## src/rtl/decode_stage.sv

```systemverilog
// MIPS instruction-decode / register-read stage feeding the ID/EX pipeline register.
// Decodes fields, bypasses write-back data, and inserts one bubble on load-use hazards.
module decode_stage (
  input  logic        Clock,
  input  logic        Resetn,
  input  logic        InValid,
  output logic        InReady,
  input  logic [31:0] Instr,
  input  logic [31:0] InPC,
  input  logic        Flush,
  output logic [4:0]  Rn1,
  output logic [4:0]  Rn2,
  input  logic [31:0] Out1,
  input  logic [31:0] Out2,
  input  logic        WbWrite,
  input  logic [4:0]  WbWn,
  input  logic [31:0] WbWd,
  output logic        OutValid,
  input  logic        ExReady,
  output logic [31:0] OutA,
  output logic [31:0] OutB,
  output logic [31:0] OutImm,
  output logic [4:0]  OutWn,
  output logic [5:0]  OutOp,
  output logic [5:0]  OutFunct,
  output logic        OutLoad,
  output logic        OutIllegal,
  output logic [31:0] OutPC,
  output logic [15:0] StallCount
);

  localparam logic [5:0] OP_RTYPE = 6'h00;
  localparam logic [5:0] OP_ADDI  = 6'h08;
  localparam logic [5:0] OP_ADDIU = 6'h09;
  localparam logic [5:0] OP_ANDI  = 6'h0C;
  localparam logic [5:0] OP_ORI   = 6'h0D;
  localparam logic [5:0] OP_LW    = 6'h23;
  localparam logic [5:0] OP_SW    = 6'h2B;
  localparam logic [5:0] OP_BEQ   = 6'h04;

  logic [5:0]  op;
  logic [4:0]  rs, rt, rd;
  logic        illegal, uses_rt, hazard, transfer;
  logic [4:0]  dec_wn;
  logic [31:0] dec_imm, dec_a, dec_b;

  assign op  = Instr[31:26];
  assign rs  = Instr[25:21];
  assign rt  = Instr[20:16];
  assign rd  = Instr[15:11];
  assign Rn1 = rs;
  assign Rn2 = rt;

  always_comb begin
    illegal = 1'b0;
    uses_rt = 1'b0;
    dec_wn  = 5'd0;
    dec_imm = {{16{Instr[15]}}, Instr[15:0]};
    case (op)
      OP_RTYPE: begin
        dec_wn  = rd;
        uses_rt = 1'b1;
      end
      OP_ADDI, OP_ADDIU, OP_LW: dec_wn = rt;
      OP_ANDI, OP_ORI: begin
        dec_wn  = rt;
        dec_imm = {16'd0, Instr[15:0]};
      end
      OP_SW, OP_BEQ: uses_rt = 1'b1;
      default: illegal = 1'b1;
    endcase
  end

  // Register 0 is hard-wired to zero; rs/rt != 0 also covers the WbWn != 0 bypass guard.
  always_comb begin
    dec_a = Out1;
    dec_b = Out2;
    if (rs == 5'd0)                        dec_a = 32'd0;
    else if (WbWrite && (WbWn == rs))      dec_a = WbWd;
    if (rt == 5'd0)                        dec_b = 32'd0;
    else if (WbWrite && (WbWn == rt))      dec_b = WbWd;
  end

  assign hazard = InValid && OutValid && OutLoad && (OutWn != 5'd0) &&
                  ((OutWn == rs) || ((OutWn == rt) && uses_rt));

  // Handshake: an instruction moves on an edge where its valid and the receiver's
  // ready are both high; the ID/EX slot frees when empty or when execute takes it.
  assign InReady  = (!OutValid || ExReady) && !hazard;
  assign transfer = InValid && InReady && !Flush;

  always_ff @(posedge Clock) begin
    if (!Resetn) begin
      OutValid   <= 1'b0;
      OutA       <= 32'd0;
      OutB       <= 32'd0;
      OutImm     <= 32'd0;
      OutWn      <= 5'd0;
      OutOp      <= 6'd0;
      OutFunct   <= 6'd0;
      OutLoad    <= 1'b0;
      OutIllegal <= 1'b0;
      OutPC      <= 32'd0;
      StallCount <= 16'd0;
    end else begin
      if (hazard && (StallCount != 16'hFFFF))
        StallCount <= StallCount + 16'd1;
      if (Flush) begin
        OutValid <= 1'b0;
      end else if (transfer) begin
        OutValid   <= 1'b1;
        OutA       <= dec_a;
        OutB       <= dec_b;
        OutImm     <= dec_imm;
        OutWn      <= dec_wn;
        OutOp      <= op;
        OutFunct   <= Instr[5:0];
        OutLoad    <= (op == OP_LW);
        OutIllegal <= illegal;
        OutPC      <= InPC;
      end else if (ExReady || !OutValid) begin
        OutValid <= 1'b0;
      end
    end
  end

endmodule

```

## config.mk

```make
export PLATFORM = sky130hd
export DESIGN_NAME = decode_stage
export DESIGN_NICKNAME = d
export VERILOG_FILES = /design/src/rtl/decode_stage.sv
export SDC_FILE = /design/constraint.sdc
export NUM_CORES = 1
export LEC_CHECK = 0
export BUFFER_PORTS_ARGS = -buffer_cell sky130_fd_sc_hd__clkbuf_2
export CELL_PAD_IN_SITES_DETAIL_PLACEMENT = 2
export CELL_PAD_IN_SITES_GLOBAL_PLACEMENT = 2
export CORE_MARGIN = 4
export CORE_UTILIZATION = 27
export CTS_BUF_LIST = sky130_fd_sc_hd__clkbuf_2 sky130_fd_sc_hd__clkbuf_4 sky130_fd_sc_hd__clkbuf_8
export DETAILED_ROUTE_END_ITERATION = 8
export PLACE_DENSITY_LB_ADDON = 0.1
export SYNTH_ARGS = -nofsm -noshare
export SYNTH_HDL_FRONTEND = slang
export SYNTH_SLANG_ARGS = --single-unit
```

## constraint.sdc

```tcl
create_clock -name Clock -period 5.2 [get_ports Clock]
set_input_delay 0.78 -clock Clock [delete_from_list [all_inputs] [get_ports Clock]]
set_output_delay 0.78 -clock Clock [all_outputs]
set_load 0.1 [all_outputs]
```

==> metrics.log, run 1 <==
[metrics] number of inserted diodes: 0
[metrics] final hold slack: around 460 ps
[metrics] Fin. Hold Viols: 0
[metrics] via count normalized by instance count: 4.83
[metrics] Ys Warns: 0
[metrics] Synth Area in Adders: less than 1%
[metrics] number of global-route vias before repair: 6802
[metrics] count of buffers added by post-CTS timing repair for setup: 0
[metrics] timing-limited maximum frequency: 304 MHz
[metrics] classification of the worst-slack hold path: flip-flop to flip-flop
[metrics] Relative slew margins: 27.0%
[metrics] Critical Path AT: 2510 ps
[metrics] run status: finished, final reports clean
[metrics] total grt overflow: 0
[metrics] global-route wire length before repair: 39600 um
[metrics] type of the setup path with the least slack: input pin to output port
[metrics] cell area after technology mapping: about 6500 um2
[metrics] final clock period utilization by the worst path: 63.3%
[metrics] number of cells produced by synthesis: 747
[metrics] all-layer global routing usage: 19.0%
[metrics] CTS tree: yes
[metrics] DRC Markers: 0
[metrics] count of max-cap constraint violations: 0
[metrics] detailed-routing iteration count for the pre-antenna-repair pass: 4
[metrics] multiplexer share of the synthesized area: 10.0%
[metrics] CTS resizes: 0
[metrics] Inserted Clock Buffers: 17
[metrics] critical path startpoint category: input pin
[metrics] top cells by area, synth: sky130_fd_sc_hd__dfxtp_1, sky130_fd_sc_hd__mux2i_1, sky130_fd_sc_hd__o31ai_1
[metrics] endpoint required time on the critical path: 4420 ps
[metrics] worst skew pair latency: 450 ps
[metrics] most frequent cells in the layout: sky130_fd_sc_hd__clkbuf_2, sky130_fd_sc_hd__dfxtp_1, sky130_fd_sc_hd__nand2_1
[metrics] fraction of layout cells with a size suffix above 1: 38.2%
[metrics] Setup TNS: 0 ps
[metrics] largest net degree at the start of global routing: 144
[metrics] xor/xnor share of the synthesized area: 3.10%
[metrics] die area: 26600 um2
[metrics] vias after detailed routing: 6546
[metrics] largest family of logic cells by synthesized area: simple AND/OR/NAND/NOR gates
[metrics] initial standard-cell utilization of the core: 27.5%
[metrics] half-perimeter wire length after placement: 19400 um
[metrics] fraction of the mapped netlist area in compound gates: 15.6%
[metrics] P per Cell Area: 326 nW/um2
[metrics] Slew Limit Fails: 0
[metrics] Yosys top cell by area: sky130_fd_sc_hd__dfxtp_1
[metrics] area added between synthesis and finish: 31.7%
[metrics] cell area reported after detailed placement: 8200 um2
[metrics] nets in the synthesized netlist: 919
[metrics] Nets: 1196
[metrics] I/O pin count: 346
[metrics] CORE AREA: 23600 um2
[metrics] horizontal extent of the die: around 160 um
[metrics] buffers added on ports: 345
[metrics] Total Wirelength: 26100 um
[metrics] number of antenna violations at the first check in global routing: 0
[metrics] CTS H-tree lvls: 4
[metrics] Root Buffer: sky130_fd_sc_hd__clkbuf_8
[metrics] count of state elements after synthesis: 143
[metrics] slew of the pin with the lowest slew margin: about 1100 ps
[metrics] setup repair after global routing missed its margin: false
[metrics] overall die height: around 160 um
[metrics] number of distinct library cells after synthesis: 41
[metrics] Post-Synthesis Mean Instance Area: 8.70 um2
[metrics] synthesized-area fraction occupied by and/or/nand/nor cells: 19.0%
[metrics] count of final setup violators: 0
[metrics] Clock Skew: 12.1 ps
[metrics] number of buffers inserted for hold repair after clock tree synthesis: 0
[metrics] cell area after layout: about 8600 um2
[metrics] Layout fillers: around 2800
[metrics] share of the synthesized area in the top cell type: 44.0%
[metrics] number of buffers between clock root and the deepest sink: 2
[metrics] commonest non-fill, non-tap cell in the layout: sky130_fd_sc_hd__clkbuf_2
[metrics] minimum period implied by the final worst setup slack: 3290 ps
[metrics] gp weighted congestion: 0.767
[metrics] Final ANT Viol Nets: 0
[metrics] crit path capture type: output port
[metrics] per-cell routed wire length: 19.3 um
[metrics] clk sink count: between 100 and 150
[metrics] Static Leak: about 0.0036 uW
[metrics] critical-path maximum fanout: 4
[metrics] Reg clk slew, reported paths: 100 ps
[metrics] row count: 56
[metrics] Iteration-0 DRC Markers: ~220
[metrics] sequential fraction of the synthesis area: between 40% and 50%
[metrics] Peak supply drop: 0.129 mV
-- routing by layer --
metal | vias to the layer above | part of all wire [%] | GRT usage (%)
met1 | 3110 | 43 | 23.2
met5 | - | 0 | 0
met4 | 0 | 1.7 | 5.34
met2 | 227 | 45 | 30.6
met3 | 22 | 9.6 | 8.10
li1 | 3187 | - | -
-- critical path, cell delays in order --
cell and delay [ps]:
sky130_fd_sc_hd__clkbuf_2 120, sky130_fd_sc_hd__or3_4 400, sky130_fd_sc_hd__o32ai_2 380, sky130_fd_sc_hd__nand4_1 170
sky130_fd_sc_hd__o31ai_1 160, sky130_fd_sc_hd__nor2_1 100, sky130_fd_sc_hd__clkbuf_2 390
-- metrics by stage --
step | setup slack [ps] | util (%) | power, uW | std cells
6_report | 1910 | 36.2 | 2790 | 1356
5_1_grt | 1720 | 36.2 | 2930 | 1356
4_1_cts | 1840 | 36.2 | 2840 | 1356
3_5_place_dp | 1760 | 34.7 | 1960 | 1324
3_3_place_gp | 1790 | 34.7 | 1960 | 1324
2_1_floorplan | 1540 | - | 1780 | 747
-- power breakdown --
group          leakage [uW]  switching, uW  internal [uW]
clock              0.000180            513            347
combinational       0.00229            616            141
sequential          0.00117           29.7           1140
total               0.00364           1160           1630
-- Yosys cell counts --
library cell,instances
sky130_fd_sc_hd__buf_2,27
sky130_fd_sc_hd__ha_1,1
sky130_fd_sc_hd__nand4_1,5
sky130_fd_sc_hd__inv_1,2
sky130_fd_sc_hd__o32ai_2,1
sky130_fd_sc_hd__nand3_1,76
sky130_fd_sc_hd__and2_1,1
sky130_fd_sc_hd__nor3b_1,1
sky130_fd_sc_hd__or4_4,1
sky130_fd_sc_hd__a21o_1,1
sky130_fd_sc_hd__or2_1,1
sky130_fd_sc_hd__o41ai_1,1
sky130_fd_sc_hd__mux2i_1,65
sky130_fd_sc_hd__clkbuf_1,34
sky130_fd_sc_hd__or3_1,7
sky130_fd_sc_hd__nor2b_1,2
sky130_fd_sc_hd__a21oi_1,68
sky130_fd_sc_hd__nand2_1,120
sky130_fd_sc_hd__buf_6,2
sky130_fd_sc_hd__o21ai_4,1
sky130_fd_sc_hd__and4_4,1
sky130_fd_sc_hd__dfxtp_1,143
sky130_fd_sc_hd__nand4b_1,2
sky130_fd_sc_hd__and3_1,6
sky130_fd_sc_hd__nor2_1,13
sky130_fd_sc_hd__xor2_1,16
sky130_fd_sc_hd__o21ai_1,10
sky130_fd_sc_hd__or3_4,1
sky130_fd_sc_hd__buf_4,31
sky130_fd_sc_hd__and4_1,1
sky130_fd_sc_hd__a221oi_1,5
sky130_fd_sc_hd__or4b_1,1
sky130_fd_sc_hd__xnor2_1,7
sky130_fd_sc_hd__o211ai_1,1
sky130_fd_sc_hd__nor4_1,4
sky130_fd_sc_hd__and4b_1,1
sky130_fd_sc_hd__or3b_1,1
sky130_fd_sc_hd__or4_1,6
sky130_fd_sc_hd__o21ai_0,1
sky130_fd_sc_hd__nor3_1,10
sky130_fd_sc_hd__o31ai_1,69
-- cell type report --
type / count / area, um2 / share of cell area, %
clock buffers: 17 / 234 / 2.73
multi-input cells: 508 / 3140 / 36.6
clock inverters: 15 / 128 / 1.49
repair buffers: 352 / 1790 / 20.9
inverters: 2 / 7.51 / 0.0877
flip-flops and latches: 143 / 2860 / 33.5
well taps: 319 / 399 / 4.66
-- path summary, 6_finish.rpt --
path / endpoint / slack, ps / startpoint / cells after the start
worst min register to register: OutPC[3] / 460 / OutPC[3] / 2
worst max register to register: OutB[19] / 2440 / OutWn[4] / 7
worst min-delay path: OutPC[3] / 460 / OutPC[3] / 2
worst max-delay path: InReady / 1910 / Instr[31] / 7
-- cells by family (layout without fill, tap and decap cells) --
group / count (synthesis) / in the layout
and+or+nand+nor: 261 / 261
muxes: 65 / 65
xor gates and xnor gates: 23 / 23
AOI/OAI and AO/OA: 158 / 158
buffers and inverters: 96 / 386
DFF: 143 / 143
adders and majority gates: 1 / 1
-- state kept, by name, summed over array words and instances, names as in the netlist --
name	cells
OutA	32
OutB	32
OutIllegal	1
OutImm	17
OutLoad	1
OutOp	6
OutPC	32
OutValid	1
OutWn	5
StallCount	16
No activity file was read; power rests on OpenSTA's default activity.
==> inputs of run 2 (changes only) <==
--- a/config.mk
+++ b/config.mk
@@ -9,7 +9,7 @@
 export CELL_PAD_IN_SITES_DETAIL_PLACEMENT = 2
 export CELL_PAD_IN_SITES_GLOBAL_PLACEMENT = 2
 export CORE_MARGIN = 4
-export CORE_UTILIZATION = 27
+export CORE_UTILIZATION = 25
 export CTS_BUF_LIST = sky130_fd_sc_hd__clkbuf_2 sky130_fd_sc_hd__clkbuf_4 sky130_fd_sc_hd__clkbuf_8
 export DETAILED_ROUTE_END_ITERATION = 8
 export PLACE_DENSITY_LB_ADDON = 0.1
==> constraint.sdc (replaced) <==
create_clock -name Clock -period 3.24 [get_ports Clock]
set_input_delay 0.486 -clock Clock [delete_from_list [all_inputs] [get_ports Clock]]
set_output_delay 0.486 -clock Clock [all_outputs]
set_load 0.1 [all_outputs]
==> metrics.log, run 2 (synthesized netlist as in run 1, its figures left out) <==
[metrics] run status: finished, final reports clean
[metrics] net switching share of the total power: 39.2%
[metrics] Reg clk slew, reported paths: around 80 ps
[metrics] number of buffers between clock root and the deepest sink: 2
[metrics] P_int: about 2800 uW
[metrics] Slowest cell on crit path: sky130_fd_sc_hd__dfxtp_1
[metrics] post-layout util: 34.3%
[metrics] Root Buffer: sky130_fd_sc_hd__clkbuf_8
[metrics] type of the setup path with the least slack: flip-flop to output port
[metrics] commonest non-fill, non-tap cell in the layout: sky130_fd_sc_hd__clkbuf_2
[metrics] Peak supply drop: 0.190 mV
[metrics] CTS tree: yes
[metrics] classification of the worst-slack hold path: input pin to flip-flop
[metrics] Fin. Hold Viols: 0
[metrics] final hold slack: roughly 230 ps
[metrics] vias after detailed routing: 6636
[metrics] count of final setup violators: 0
[metrics] detailed-routing iteration count for the pre-antenna-repair pass: 6
[metrics] row count: 58
[metrics] timing-limited maximum frequency: 342 MHz
[metrics] number of cells in the design after placement: about 1300
[metrics] half-perimeter wire length after placement: 20400 um
[metrics] Static Leak: approximately 0.0037 uW
[metrics] number of buffers inserted for hold repair after clock tree synthesis: 0
[metrics] total grt overflow: 0
[metrics] switching component of the power: 1800 uW
[metrics] Slew Limit Fails: 0
[metrics] count of buffers added by post-CTS timing repair for setup: 0
[metrics] Critical Path, Cell by Cell: nor3_1 > a21oi_1 > nand4_1 > o31ai_1 > nor2_2 > clkbuf_2
[metrics] clk sink count: 143
[metrics] Iteration-0 DRC Markers: 216
[metrics] number of global-route vias before repair: about 6900
[metrics] DRC Markers: 0
[metrics] largest net degree at the start of global routing: 65
[metrics] count of max-cap constraint violations: 0
[metrics] part of the power in registers: 41.1%
[metrics] buffers added on ports: 345
[metrics] Relative slew margins: 34.8%
[metrics] P per Cell Area: 526 nW/um2
[metrics] area added between synthesis and finish: 33.9%
[metrics] crit path capture type: output port
[metrics] final std cells w/o fill: between 1000 and 1500
[metrics] CTS H-tree lvls: 4
[metrics] Critical Path AT: 2440 ps
[metrics] critical path startpoint category: flip-flop
[metrics] Clock Skew: around 11 ps
[metrics] setup ws final: 316 ps
[metrics] all-layer global routing usage: 18.3%
[metrics] portion of total power attributed to combinational logic: 26.9%
[metrics] worst skew pair latency: between 400 and 500 ps
[metrics] minimum period implied by the final worst setup slack: 2920 ps
[metrics] final clock period utilization by the worst path: 90.3%
[metrics] most frequent cells in the layout: sky130_fd_sc_hd__clkbuf_2, sky130_fd_sc_hd__dfxtp_1, sky130_fd_sc_hd__nand2_1
[metrics] gp weighted congestion: 0.776
[metrics] Final ANT Viol Nets: 0
[metrics] slew of the pin with the lowest slew margin: just under 1000 ps
[metrics] DP Worst Slack: 579 ps
[metrics] horizontal extent of the die: 169 um
[metrics] highest cell delay on the worst timing path: 500 ps
[metrics] clock network fraction of design power: 32.0%
[metrics] Inserted Clock Buffers: 17
[metrics] Total Wirelength: 27000 um
[metrics] endpoint required time on the critical path: 2750 ps
[metrics] per-cell routed wire length: around 20 um
[metrics] I/O pin count: 346
[metrics] registers with the highest flip-flop counts: OutA: 32 flops, OutB: 32 flops, OutPC: 32 flops
[metrics] number of antenna violations at the first check in global routing: 3
[metrics] Nets: 1202
[metrics] setup repair after global routing missed its margin: false
[metrics] fraction of layout cells with a size suffix above 1: 38.6%
[metrics] die area: 28600 um2
[metrics] via count normalized by instance count: a little under 5
[metrics] global-route wire length before repair: 41100 um
[metrics] CORE AREA: 25400 um2
[metrics] Setup TNS: 0 ps
[metrics] overall die height: 169 um
[metrics] initial standard-cell utilization of the core: 25.6%
[metrics] critical-path maximum fanout: 6
[metrics] CTS resizes: 0
[run 2: cell types whose count changed in the layout (fill, tap and decap cells not counted), moves of 2 or more]
cell                        delta
sky130_fd_sc_hd__buf_12        +4
sky130_fd_sc_hd__inv_6         -3
sky130_fd_sc_hd__inv_8         -3
sky130_fd_sc_hd__buf_4         +2
sky130_fd_sc_hd__bufinv_16     +2
[run 2: metrics by stage]
step | cell area, um2 | power [uW]
finish | 8700 | 4580
global route | 8700 | 4810
CTS | 8700 | 4670
detailed placement | 8310 | 3170
global placement | 8310 | 3160
floorplan | 6500 | 2860
[run 2: layer usage]
metal	GRT usage, %	vias to the layer above	part of all wire [%]
met5	0	-	0.078
met4	4.90	4	1.8
met3	7.97	28	9.1
met2	29.5	227	46
met1	22.4	3178	43
li1	-	3199	-
[run 2: area by class of cell]
type	instances	area (um2)
fillers	3024	16700
multi-input cells	508	3140
flip-flops and latches	143	2860
repair buffers	358	1890
well taps	330	413
clock buffers	19	255
clock inverters	12	135
inverters	2	7.51
diodes	1	2.50
[run 2: final timing paths]
check / startpoint / endpoint / slack (ps) / cells after the start
setup / recovery: OutWn[4] / InReady / 320 / 6
setup reg to reg: StallCount[0] / StallCount[1] / 850 / 7
hold reg to reg: OutPC[25] / OutPC[25] / 460 / 2
hold / removal: Flush / OutValid / 230 / 2
[run 2: power by group through the flow]
stage | combinational, uW | sequential, uW | clock [uW]
after floorplan | 392 | 2470 | 0
after global placement | 1240 | 1920 | 0
after detailed placement | 1240 | 1930 | 0
after CTS | 1250 | 1880 | 1530
after global routing | 1300 | 1890 | 1620
final | 1230 | 1880 | 1470
[run 2: critical path: cells and delay by family (launching register included)]
family,cells,cell delay [ps]
AO/OA/AOI/OAI,2,770
flip-flops,1,500
buffers and inverters,1,390
AND/OR/NAND/NOR,3,340
